$ cat src/rtl/stopwatch_pkg.sv
// Shared definitions for the stopwatch: state encodings, counter width,
// and the clock-derived divider/debounce lengths used by the counter,
// the FND driver and this controller.
package stopwatch_pkg;

    localparam int CNT_W = 14;

    typedef logic [1:0] sw_state_t;

    localparam logic [1:0] ST_IDLE = 2'd0;
    localparam logic [1:0] ST_RUN  = 2'd1;
    localparam logic [1:0] ST_LAP  = 2'd2;
    localparam logic [1:0] ST_STOP = 2'd3;

    // Clock cycles per counter tick.
    function automatic int calc_tick_div(input int clk_hz, input int tick_hz);
        return clk_hz / tick_hz;
    endfunction

    // Clock cycles a button must be stable before the debounced level moves.
    function automatic int calc_deb_cyc(input int clk_hz, input int deb_ms);
        return (clk_hz / 1000) * deb_ms;
    endfunction

endpackage

$ cat src/rtl/btn_debounce.sv
// Push-button conditioner: 2-FF synchronizer, stability counter and a
// one-cycle pulse on each debounced press (release gives no pulse).
module btn_debounce #(
    parameter int DEB_CYC = 2
) (
    input  logic i_clk,
    input  logic i_reset,
    input  logic i_btn,
    output logic o_press
);

    // Counter only needs to reach DEB_CYC-1; keep at least one bit.
    localparam int CW = (DEB_CYC < 2) ? 1 : $clog2(DEB_CYC);
    localparam logic [CW-1:0] CNT_LAST = CW'(DEB_CYC - 1);

    logic          sync1_q, sync1_d;
    logic          sync2_q, sync2_d;
    logic          level_q, level_d;
    logic          press_q, press_d;
    logic [CW-1:0] cnt_q,   cnt_d;

    // Next-state: the level flips once the synchronized input has differed
    // from it for DEB_CYC consecutive cycles; any agreement restarts the count.
    always_comb begin
        sync1_d = i_btn;
        sync2_d = sync1_q;
        level_d = level_q;
        cnt_d   = '0;
        if (sync2_q != level_q) begin
            if (cnt_q == CNT_LAST) begin
                level_d = sync2_q;
            end else begin
                cnt_d = cnt_q + CW'(1);
            end
        end
        press_d = level_d & ~level_q;
    end

    // State registers; reset drops any partially counted debounce window.
    always_ff @(posedge i_clk or negedge i_reset) begin
        if (!i_reset) begin
            sync1_q <= 1'b0;
            sync2_q <= 1'b0;
            level_q <= 1'b0;
            press_q <= 1'b0;
            cnt_q   <= '0;
        end else begin
            sync1_q <= sync1_d;
            sync2_q <= sync2_d;
            level_q <= level_d;
            press_q <= press_d;
            cnt_q   <= cnt_d;
        end
    end

    assign o_press = press_q;

endmodule

$ cat src/rtl/stopwatch_ctrl.sv
// Stopwatch run/stop/lap controller: debounces the two buttons, runs the
// IDLE/RUN/LAP/STOP machine, generates tick, run enable and clear for the
// counter, and selects the value shown on the FND.
// Optional feature: define STOPWATCH_LAP_EN to build the LAP state, the
// lap register and the frozen display; without it lap only clears from STOP.
module stopwatch_ctrl
    import stopwatch_pkg::*;
#(
    parameter int CLK_HZ  = 50_000_000,
    parameter int TICK_HZ = 10,
    parameter int DEB_MS  = 20
) (
    input  logic             i_clk,
    input  logic             i_reset,
    input  logic             i_btn_run,
    input  logic             i_btn_lap,
    input  logic [CNT_W-1:0] i_cnt_value,
    output logic             o_tick,
    output logic             o_runstop,
    output logic             o_clear_n,
    output logic [CNT_W-1:0] o_disp_value,
    output logic [1:0]       o_state
);

    localparam int TICK_DIV = calc_tick_div(CLK_HZ, TICK_HZ);
    localparam int DEB_CYC  = calc_deb_cyc(CLK_HZ, DEB_MS);
    localparam int DIV_W    = $clog2(TICK_DIV);
    localparam logic [DIV_W-1:0] DIV_LAST = DIV_W'(TICK_DIV - 1);

    logic             run_press;
    logic             lap_press;
    logic             running;

    sw_state_t        state_q,   state_d;
    logic             clear_n_q, clear_n_d;
    logic [DIV_W-1:0] div_q,     div_d;
    logic             tick_q,    tick_d;
    logic [CNT_W-1:0] disp_q,    disp_d;
`ifdef STOPWATCH_LAP_EN
    logic [CNT_W-1:0] lap_val_q, lap_val_d;
`endif

    btn_debounce #(.DEB_CYC(DEB_CYC)) u_deb_run (
        .i_clk   (i_clk),
        .i_reset (i_reset),
        .i_btn   (i_btn_run),
        .o_press (run_press)
    );

    btn_debounce #(.DEB_CYC(DEB_CYC)) u_deb_lap (
        .i_clk   (i_clk),
        .i_reset (i_reset),
        .i_btn   (i_btn_lap),
        .o_press (lap_press)
    );

    assign running = (state_q == ST_RUN) || (state_q == ST_LAP);

    // FSM transitions; the run press is tested first so it wins a tie.
    always_comb begin
        state_d   = state_q;
        clear_n_d = 1'b1;
`ifdef STOPWATCH_LAP_EN
        lap_val_d = lap_val_q;
`endif
        case (state_q)
            ST_IDLE: begin
                if (run_press) state_d = ST_RUN;
            end
            ST_RUN: begin
                if (run_press) begin
                    state_d = ST_STOP;
`ifdef STOPWATCH_LAP_EN
                end else if (lap_press) begin
                    state_d   = ST_LAP;
                    lap_val_d = i_cnt_value;
`endif
                end
            end
`ifdef STOPWATCH_LAP_EN
            ST_LAP: begin
                if (run_press)      state_d = ST_STOP;
                else if (lap_press) state_d = ST_RUN;
            end
`endif
            ST_STOP: begin
                if (run_press) begin
                    state_d = ST_RUN;
                end else if (lap_press) begin
                    state_d   = ST_IDLE;
                    clear_n_d = 1'b0;
                end
            end
            default: state_d = ST_IDLE;
        endcase
    end

    // Tick divider: free-runs while running, freezes in STOP so a resumed
    // run keeps its partial period, and is parked at zero in IDLE.
    always_comb begin
        div_d  = div_q;
        tick_d = 1'b0;
        if (running) begin
            tick_d = (div_q == DIV_LAST);
            div_d  = (div_q == DIV_LAST) ? '0 : div_q + DIV_W'(1);
        end else if (state_q == ST_IDLE) begin
            div_d = '0;
        end
    end

    // Display source follows the state being entered, so the frozen lap
    // value appears together with o_state reading LAP.
    always_comb begin
`ifdef STOPWATCH_LAP_EN
        disp_d = (state_d == ST_LAP) ? lap_val_d : i_cnt_value;
`else
        disp_d = i_cnt_value;
`endif
    end

    // State registers; clear is held active while in reset.
    always_ff @(posedge i_clk or negedge i_reset) begin
        if (!i_reset) begin
            state_q   <= ST_IDLE;
            clear_n_q <= 1'b0;
            div_q     <= '0;
            tick_q    <= 1'b0;
            disp_q    <= '0;
`ifdef STOPWATCH_LAP_EN
            lap_val_q <= '0;
`endif
        end else begin
            state_q   <= state_d;
            clear_n_q <= clear_n_d;
            div_q     <= div_d;
            tick_q    <= tick_d;
            disp_q    <= disp_d;
`ifdef STOPWATCH_LAP_EN
            lap_val_q <= lap_val_d;
`endif
        end
    end

    assign o_tick       = tick_q;
    assign o_runstop    = running;
    assign o_clear_n    = clear_n_q;
    assign o_disp_value = disp_q;
    assign o_state      = state_q;

endmodule

$ cat config.mk
export PLATFORM = sky130hd
export DESIGN_NAME = stopwatch_ctrl
export DESIGN_NICKNAME = d
export VERILOG_FILES = /design/src/rtl/stopwatch_pkg.sv /design/src/rtl/btn_debounce.sv /design/src/rtl/stopwatch_ctrl.sv
export SDC_FILE = /design/constraint.sdc
export NUM_CORES = 1
export LEC_CHECK = 0
export BUFFER_PORTS_ARGS = -buffer_cell sky130_fd_sc_hd__buf_2
export CORE_MARGIN = 5
export CORE_UTILIZATION = 64
export DETAILED_ROUTE_END_ITERATION = 8
export GPL_ROUTABILITY_DRIVEN = 0
export HOLD_SLACK_MARGIN = 0.08
export PLACE_DENSITY = 0.85
export SKIP_CTS_REPAIR_TIMING = 1
export SLEW_MARGIN = 10
export SYNTH_ARGS = -nofsm -noshare
export SYNTH_HDL_FRONTEND = slang
export SYNTH_HIERARCHICAL = 1
export SYNTH_SLANG_ARGS = --single-unit
$ cat constraint.sdc
create_clock -name i_clk -period 3.4 [get_ports i_clk]
set_input_delay 0.17 -clock i_clk [delete_from_list [all_inputs] [get_ports i_clk]]
set_output_delay 0.17 -clock i_clk [all_outputs]
set_load 0.01 [all_outputs]
---- Word-level counts from Yosys, hierarchy flattened ----
Cells that the tools add are included.
storage, ports and cells
  output and inout bits ................... 19
  bits of input ports ..................... 18
  register bits after elaboration ......... 89
cells by class
  bitwise gates (word level) .............. 4
  $add $sub $neg .......................... 3
  reductions and logical operators ........ 4
  muxes and demuxes ....................... 20
  eq/ne operators ......................... 11
operator list
  kind                   number
  $mux 20                4
  $mux 23                3
  $add 20x1->20 const B  2
  $eq 20x20->1 const B   2
  $add 23x1->23 const B  1
  $eq 23x23->1 const B   1
  $mux 1                 8
  $mux 2                 4
  $pmux 2 s3             1
  $eq 2x2->1 const B     2
  $ne 2x1->1 const B     2
  $ne 3x1->1 const B     1
  $reduce_and 3->1       1
  $and 1x1->1            2
  $eq 2x1->1 const B     1
  $logic_not 2->1        1
  $ne 1x1->1             2
  $not 1->1              2
  $reduce_bool 2->1      1
  $logic_or 1x1->1       1

---- Logic depth before layout (Yosys ltp) ----
Gate-level depths: netlist (run 1).
  depth in word-level cells ............... 4
  gate-level depth with buffers ........... 8

---- Cells and area by module ----
Netlist (run 1), hierarchy kept.
modules (own cells, without submodules)
  module          area an instance (um^2)  cells an instance  instances
  btn_debounce    1136.1                   116                2
  stopwatch_ctrl  1950.6                   194                1

---- Worst setup path after synthesis (run 1) ----
OpenSTA, ideal clock, no wires.
  path kind ............................... register to register
  start point ............................. reg div_q[15]
  end point ............................... reg div_q[8]
  path buffers ............................ 2
  data required time ...................... 3.278 ns
  cell stages (with the launch flop) ...... 8
  arrival time ............................ 1.987 ns
  period minus slack after synthesis ...... 2.109 ns
  setup time .............................. 0.122 ns
  path slack .............................. 1.291 ns
  cell sequence ........................... dfrtp_1 -> or4_1 -> or4_4 -> o21a_1 -> buf_6 -> buf_8 -> a22oi_4 -> o21ai_2
between the ends
  word-level cells in the longest chain between the ends .. 3
ends and longest elaborated chain
  element                   line                   text
  start: declaration        stopwatch_ctrl.sv:36   logic [DIV_W-1:0] div_q, div_d;
  start signal: assignment  stopwatch_ctrl.sv:135  div_q <= div_d;
  $eq 23x23->1              stopwatch_ctrl.sv:105  div_d = (div_q == DIV_LAST) ? '0 : div_q + DIV_W'(1);
  $mux 23                   stopwatch_ctrl.sv:105
  $mux 23                   stopwatch_ctrl.sv:103  if (running) begin
No other way between the ends.
A chain may end at the register's enable or synchronous reset.

---- Worst setup path in the final report (run 1) ----
  start point ............................. reg div_q[15]
  end point ............................... reg div_q[22]
between the ends
  word-level cells in the longest chain between the ends .. 3
ends and longest elaborated chain
  element                                               line
  $add 23x1->23 / $eq 23x23->1 (equally long branches)  stopwatch_ctrl.sv:105
  $mux 23 *                                             stopwatch_ctrl.sv:105
  $mux 23 *                                             stopwatch_ctrl.sv:103
Mark *: on every way between the ends. The rest lies on a longest branch, timed or not.

==> summary.md, run 1 <==
| Metric | Value |
|---|---|
| Max Cap Viol | 0 |
| GRT Total Usage | 0.220 |
| Final period util | 0.717 |
| Post-synth top area cell | dfrtp_1 |
| Vias per cell | 6.16 |
| Syn_nets | 451 |
| Num rows | 29 |
| Top delay family on crit path | simple AND/OR/NAND/NOR gates |
| Fraction of registers with async set/reset | 1.00 |
| Effective utilization at floorplan | 0.661 |
| Slowest-stage cell, CP | or4_1 |
| Critical path, cell by cell | or4_1 -> or4_4 -> o21a_1 -> nand3_1 -> o311ai_0 |
| Skew-Pair Late Insertion Delay | 0.38 ns |
| RSZ-0062 raised after global routing | no |
| Pre-CTS setup slack | 1.01 ns |
| Switching Share | 0.265 |
| R2r startpoint | div_q[15]$_DFFE_PN0P_ |
| Clock Path Buffers | 2 |
| Hold/Removal Path Class | in2async |
| Worst EP arrival | 2.67 ns |
| Fmax | 410 MHz |
| Least-Margin Pin Slew | 1.07 ns |
| Status | finished, violations left |
| Drt pass-1 iters | 5 |
| Initial antenna violation count | 0 |
| DRT iter0 DRCs | 195 |
| Syn_area_per_cell | 9.91 sq um |
| Final nets | 501 |
| Die width | 91.2 um |
| Placed cell area | 4440 sq um |
| Vias in the first global route | 3,297 |
| DRT Wirelength | 9.67 mm |
| Worst R2R End | div_q[22]$_DFFE_PN0P_ |
| CP startpoint kind | flip-flop |
| Max incr delay on CP | 0.55 ns |
| EDFF count, synth | 0 |
| R2r setup slk | 0.96 ns |
| Tmin final | 2.44 ns |
| Num Clock Sinks | 89 |
| Seq cells post-synth | 89 |
| Most frequent cells in the layout | dfrtp_1 (89), nand2_1 (39), nand3_1 (37), nor2_1 (37), buf_2 (35) |
| DP HPWL | 5.88 mm |
| DRC | 0 |
| Reg power frac | 0.570 |
| H-tree depth | 3 |
| Die area | 8320 sq um |
| Pint | 1.40 mW |
| IO Port Bufs | 36 |
| Synth top area cells | dfrtp_1 (53%), nand3_1 (4.4%), nand2_1 (3.5%) |
| Post-synth cell types | 48 |
| Slew Viols, Final | 0 |
| IO Pins | 37 |
| Slew HR | 0.290 |
| Core ar. | 6390 sq um |
| Gr ovfl total | 0 |
| Fin Hold WS | -0.0108 ns |
| CTS tree | built |
| Sw Pwr | 0.505 mW |
| Gate power share | 0.043 |
| Critical Path RT | 3.63 ns |
| Die height | 91.2 um |
| Synth top area share | 0.527 |
| Clock Skew | 0.0157 ns |
| Final Hold Vio Count | 23 |
| WL/cell | 17.3 um |
| Final Instance Area | 4810 sq um |
| Worst path bufs/invs | 0 |
| Failing checks | negative hold slack |
| Pwr dens | 397 nW/um^2 |
| Worst Setup End Kind | flip-flop |
| Most common cell after layout, fill and taps aside | dfrtp_1 |
| Post-Route Setup TNS | 0 ns |
| Critical setup path kind | reg2reg |
| Synth-to-layout area growth | 13.8% |
| Reg2Reg Depth | 5 |
| Dominant synthesized flop cell | dfrtp_1 |
| Vias | 3,440 |
| Clk network pwr share | 0.387 |
| CTS Buf Count | 9 |
| Setup violations, final | 0 |
| First-pass GRT wire length | 15.0 mm |
| Synthesized instance count | 426 |
| Total of warnings raised by yosys | 6 |
| # diodes | 0 |
| Mapped Area | 4220 sq um |
| Sequential share of the synthesized area | 0.527 |
| Post-DRT Antenna Nets | 0 |
| Leakage power | 1.99 nW |
| Pin count of the biggest net entering global routing | 90 |
| Final setup margin | 0.963 ns |
| Layout cells sized above 1 | 0.158 |
| Clock slew at reported path FFs | 0.10 ns |
| Peak VDD IR | 354 uV |
| Clock root cell | clkbuf_8 |
| Worst Path Max Fanout | 18 |
-- how the worst max path moves through the flow --
stage / from / to / slack (ns) / cells after the start
final: div_q[15]$_DFFE_PN0P_ / div_q[22]$_DFFE_PN0P_ / 0.96 / 5
after global placement: div_q[15]$_DFFE_PN0P_ / div_q[7]$_DFFE_PN0P_ / 1.06 / 6
after CTS: div_q[15]$_DFFE_PN0P_ / div_q[21]$_DFFE_PN0P_ / 0.99 / 5
after global routing: div_q[15]$_DFFE_PN0P_ / div_q[22]$_DFFE_PN0P_ / 0.82 / 5
after floorplan: div_q[15]$_DFFE_PN0P_ / div_q[8]$_DFFE_PN0P_ / 1.29 / 7
after detailed placement: div_q[15]$_DFFE_PN0P_ / div_q[7]$_DFFE_PN0P_ / 1.01 / 6
-- per-layer routing --
layer,wire length (um),global-route usage
met1,3810,0.272
met2,5060,0.367
met3,561,0.0702
met4,234,0.0697
met5,0,0
-- cells by family (layout without fill, tap and decap cells) --
family,after synthesis,in the layout,synth area share
xor gates and xnor gates,22,22,0.0456
buffers and inverters,38,93,0.0394
adders and majority gates,7,7,0.0207
DFF,89,89,0.527
and+or+nand+nor,197,197,0.252
muxes,3,3,0.00800
AOI/OAI and AO/OA,70,70,0.107
-- stage by stage --
stage / power, mW / instances / utilization
floorplan: 1.13 / 426 / -
global placement: 1.17 / 526 / 0.696
detailed placement: 1.17 / 526 / 0.696
CTS: 1.90 / 542 / 0.728
global route: 1.99 / 558 / 0.753
finish: 1.91 / 558 / 0.753
-- cell usage after synthesis (3+ instances only) --
master,count
a21oi_1,21
and3_1,6
buf_2,3
clkbuf_1,11
dfrtp_1,89
ha_1,7
inv_1,21
mux2_2,3
nand2_1,39
nand3_1,37
nand3_2,3
nand4_1,12
nor2_1,37
nor3_1,7
nor4_1,5
nor4bb_1,4
o21ai_0,22
o311ai_0,5
o311ai_1,5
o31ai_1,6
or3_1,11
or3_2,6
or4_1,13
xnor2_1,12
xor2_1,10
-- power groups by stage --
stage               Sequential [mW]  Combinational, mW  Clock (mW)
finish                         1.09             0.0827       0.737
detailed placement             1.11             0.0656           0
floorplan                      1.11             0.0164           0
global route                   1.09             0.0933       0.806
CTS                            1.08             0.0660       0.750
global placement               1.10             0.0638           0
-- cell type report --
class / instances / area (sq um)
timing repair buffer: 56 / 373
clock inverter: 7 / 78.8
tap: 77 / 96.3
inverter: 21 / 78.8
multi-input combinational: 299 / 1830
clock buffer: 9 / 124
sequential: 89 / 2230
fill: 433 / 1580
-- worst register-to-register path, cell delays in order (launching register included) --
cell and delay (ns):
dfrtp_1 0.47, or4_1 0.55, or4_4 0.45, o21a_1 0.47, nand3_1 0.21, o311ai_0 0.15
-- sequential cells by signal, summed over array words and instances, names as in the netlist, 2 cells and up --
signal,cells
o_state,2
div_q,23
o_disp_value,14
u_deb_lap/cnt_q,20
u_deb_run/cnt_q,20
Power figures use the tool's default switching activity.
==> run 2, diff against run 1 <==
--- a/config.mk
+++ b/config.mk
@@ -5,13 +5,14 @@
 export SDC_FILE = /design/constraint.sdc
 export NUM_CORES = 1
 export LEC_CHECK = 0
+export ABC_AREA = 1
 export BUFFER_PORTS_ARGS = -buffer_cell sky130_fd_sc_hd__buf_2
 export CORE_MARGIN = 5
-export CORE_UTILIZATION = 64
+export CORE_UTILIZATION = 60
 export DETAILED_ROUTE_END_ITERATION = 8
 export GPL_ROUTABILITY_DRIVEN = 0
 export HOLD_SLACK_MARGIN = 0.08
-export PLACE_DENSITY = 0.85
+export PLACE_DENSITY = 0.8
 export SKIP_CTS_REPAIR_TIMING = 1
 export SLEW_MARGIN = 10
 export SYNTH_ARGS = -nofsm -noshare
==> constraint.sdc (replaced) <==
create_clock -name i_clk -period 2.3 [get_ports i_clk]
set_input_delay 0.115 -clock i_clk [delete_from_list [all_inputs] [get_ports i_clk]]
set_output_delay 0.115 -clock i_clk [all_outputs]
set_load 0.01 [all_outputs]
==> run 2 against run 1 <==
  * The flow now finishes without violations
  * Area after synthesis up 16%
  * Setup slack lost 0.44 ns
  * Clock-buffer cell count increased by 2
  * Clock skew down 0.0074 ns
  * Global-route usage increased by 0.61 points
  * Critical path type unchanged
==> summary.md, run 2 <==
| Metric | Value |
|---|---|
| DRT Wirelength | 11.1 mm |
| Final core occ | 0.691 |
| Pint | 2.18 mW |
| Met2 Routed Length | 5.72 mm |
| Critical Path RT | 2.54 ns |
| Skew-Pair Late Insertion Delay | 0.35 ns |
| Pin count of the biggest net entering global routing | 48 |
| CP startpoint kind | flip-flop |
| Critical path, cell by cell | ha_1 -> inv_1 -> nand3_1 -> nor2_1 -> xor2_1 -> nor2_1 |
| Synth Area in Adders | 0.0179 |
| FILL cells | 642 |
| Slew Viols, Final | 0 |
| Clk network pwr share | 0.391 |
| Synthesized instance count | 606 |
| Worst Setup End Kind | flip-flop |
| Syn_nets | 631 |
| Slew HR | 0.626 |
| Num rows | 33 |
| Gate power share | 0.047 |
| Core ar. | 8090 sq um |
| Post-synth cell types | 33 |
| Commonest cells post-synth | nand2_1 (125), nor2_1 (113), dfrtp_1 (89) |
| Status | finished, final reports clean |
| WL/cell | 14.3 um |
| Final setup margin | 0.528 ns |
| Gr ovfl total | 0 |
| Largest Register | div_q |
| Die width | 100 um |
| Fraction of registers with async set/reset | 1.00 |
| Levels on crit path | 6 |
| Placed cell area | 5220 sq um |
| Synth top area cells | dfrtp_1 (45%), nand2_1 (9.6%), nor2_1 (8.6%) |
| # diodes | 0 |
| Most frequent CP cell | nor2_1 |
| R2r startpoint | o_state[0]$_DFFE_PN0P_ |
| Largest family of logic cells by synthesized area | simple AND/OR/NAND/NOR gates |
| Slowest-stage cell, CP | dfrtp_1 |
| Clock Skew | 0.00836 ns |
| DP HPWL | 7.82 mm |
| Reg power frac | 0.563 |
| DRC | 0 |
| Worst path bufs/invs | 1 |
| Critical setup path kind | reg2reg |
| Max incr delay on CP | 0.46 ns |
| Most frequent cell after synthesis | nand2_1 |
| Top delay family on crit path | simple AND/OR/NAND/NOR gates |
| Tmin final | 1.77 ns |
| Final Instance Count excl. Fillers | 777 |
| Clock root cell | clkbuf_8 |
| Vias in the first global route | 4,042 |
| CTS tree | built |
| Dominant synthesized flop cell | dfrtp_1 |
| Clock slew at reported path FFs | 0.09 ns |
| Drt pass-1 iters | 5 |
| Die height | 100 um |
| Final nets | 692 |
| IO Port Bufs | 36 |
| First-pass GRT wire length | 18.4 mm |
| Switching Share | 0.232 |
| IO Pins | 37 |
| Final Hold Vio Count | 0 |
| Setup violations, final | 0 |
| RSZ-0062 raised after global routing | no |
| Synth-to-layout area growth | 14.0% |
| Syn_area_per_cell | 8.10 sq um |
| Synth top area share | 0.454 |
| Initial antenna violation count | 0 |
| EDFF count, synth | 0 |
| Vias | 4,174 |
| Multiplexer share of the synthesized area | 0.00204 |
| R2r setup slk | 0.53 ns |
| Layout cells sized above 1 | 0.179 |
| Worst R2R End | div_q[12]$_DFFE_PN0P_ |
| Peak VDD IR | 425 uV |
| CP Launch Point | o_state[0]$_DFFE_PN0P_ |
| Die area | 10,100 sq um |
| Fmax | 564 MHz |
| Met1 WL | 4.49 mm |
| Reg2Reg Depth | 6 |
| CTS Buf Count | 9 |
| Effective utilization at floorplan | 0.606 |
| DRT iter0 DRCs | 268 |
| Total of warnings raised by yosys | 6 |
| Final Instance Area | 5590 sq um |
| Worst EP arrival | 2.01 ns |
| Synth Area in XOR/XNOR | 0.0495 |
| Max reg flops | 23 |
| Seq cells post-synth | 89 |
| Met3 WL | 654 um |
| Vias per cell | 5.37 |
| Num Clock Sinks | 89 |
| Largest regs | div_q: 23 flops, u_deb_lap/cnt_q: 20 flops, u_deb_run/cnt_q: 20 flops |
| Final period util | 0.770 |
| H-tree depth | 3 |
| Hold/Removal Path Class | in2async |
| Most frequent cells in the layout | nand2_1 (125), nor2_1 (113), dfrtp_1 (89) |
| Simple-gate area share of the yosys netlist | 0.370 |
| Sequential share of the synthesized area | 0.454 |
| Most common cell after layout, fill and taps aside | nand2_1 |
| Worst Path Max Fanout | 13 |
| Leakage power | 2.67 nW |
| Pwr dens | 509 nW/um^2 |
| Sw Pwr | 0.661 mW |
| GRT Total Usage | 0.226 |
| Max Cap Viol | 0 |
| Top sig layer | met4 |
| Placed Cells | 744 |
| Critical path capture point | div_q[12]$_DFFE_PN0P_ |
| Clock Path Buffers | 2 |
| Post-DRT Antenna Nets | 0 |
| Mapped Area | 4910 sq um |
| Post-Route Setup TNS | 0 ns |
| Synth Area in Compound Gates | 0.0472 |
| Pre-CTS setup slack | 0.581 ns |
| Least-Margin Pin Slew | 0.560 ns |
| Post-synth top area cell | dfrtp_1 |
[run 2: cell count changes after synthesis, moves of 12 or more]
cell / change
inv_1: +43
nand2_1: +86
nand2_2: +12
nand3_1: +18
nor2_1: +76
nor2_2: +14
or4_1: -13
[run 2: worst min path at each step]
stage | cells after the start | startpoint | end
2_1_floorplan | 0 | i_reset | div_q[0]$_DFFE_PN0P_
3_3_place_gp | 1 | i_reset | div_q[11]$_DFFE_PN0P_
3_5_place_dp | 1 | i_reset | div_q[11]$_DFFE_PN0P_
4_1_cts | 1 | i_reset | div_q[11]$_DFFE_PN0P_
5_1_grt | 2 | i_reset | div_q[11]$_DFFE_PN0P_
6_report | 2 | i_reset | div_q[11]$_DFFE_PN0P_
[run 2: cell families (layout without fill, tap and decap cells)]
group | Yosys count | in the layout
and+or+nand+nor | 369 | 369
xor gates and xnor gates | 26 | 26
DFF | 89 | 89
muxes | 1 | 1
AOI/OAI and AO/OA | 39 | 39
buffers and inverters | 75 | 141
adders and majority gates | 7 | 7
[run 2: cell type report]
class                           instances  area, sq um  share of cell area
Timing Repair Buffer                   55          380              0.0680
Tap cell                              105          131              0.0235
Clock buffer                           11          141              0.0253
Clock inverter                          5         62.6              0.0112
Multi-Input combinational cell        442         2390               0.427
Sequential cell                        89         2230               0.398
Inverter                               70          263              0.0470
[run 2: power by group through the flow]
stage	combinational [mW]	clock, mW	sequential (mW)
6_report	0.133	1.11	1.60
3_3_place_gp	0.106	0	1.63
5_1_grt	0.151	1.21	1.60
2_1_floorplan	0.0309	0	1.64
3_5_place_dp	0.109	0	1.63
4_1_cts	0.110	1.13	1.60
[run 2: worst reg2reg max path, delay by kind of cell, from the launching register on]
family	cells	cell delay, ns
xor+xnor	1	0.18
flops	1	0.46
simple gates	3	0.47
buf+inv	1	0.29
fa+ha+maj	1	0.25
[run 2: metrics by stage]
stage	hold slack [ns]	power, mW
final	0.292	2.84
after global routing	0.337	2.96
after CTS	-0.244	2.84
after detailed placement	0.147	1.74
after global placement	0.139	1.74
after floorplan	-0.181	1.67
[run 2: routing by layer]
layer,vias up,global-route usage
li1,2036,-
met5,-,0
met4,0,0.0995
met2,149,0.376
met3,31,0.0452
met1,1958,0.285
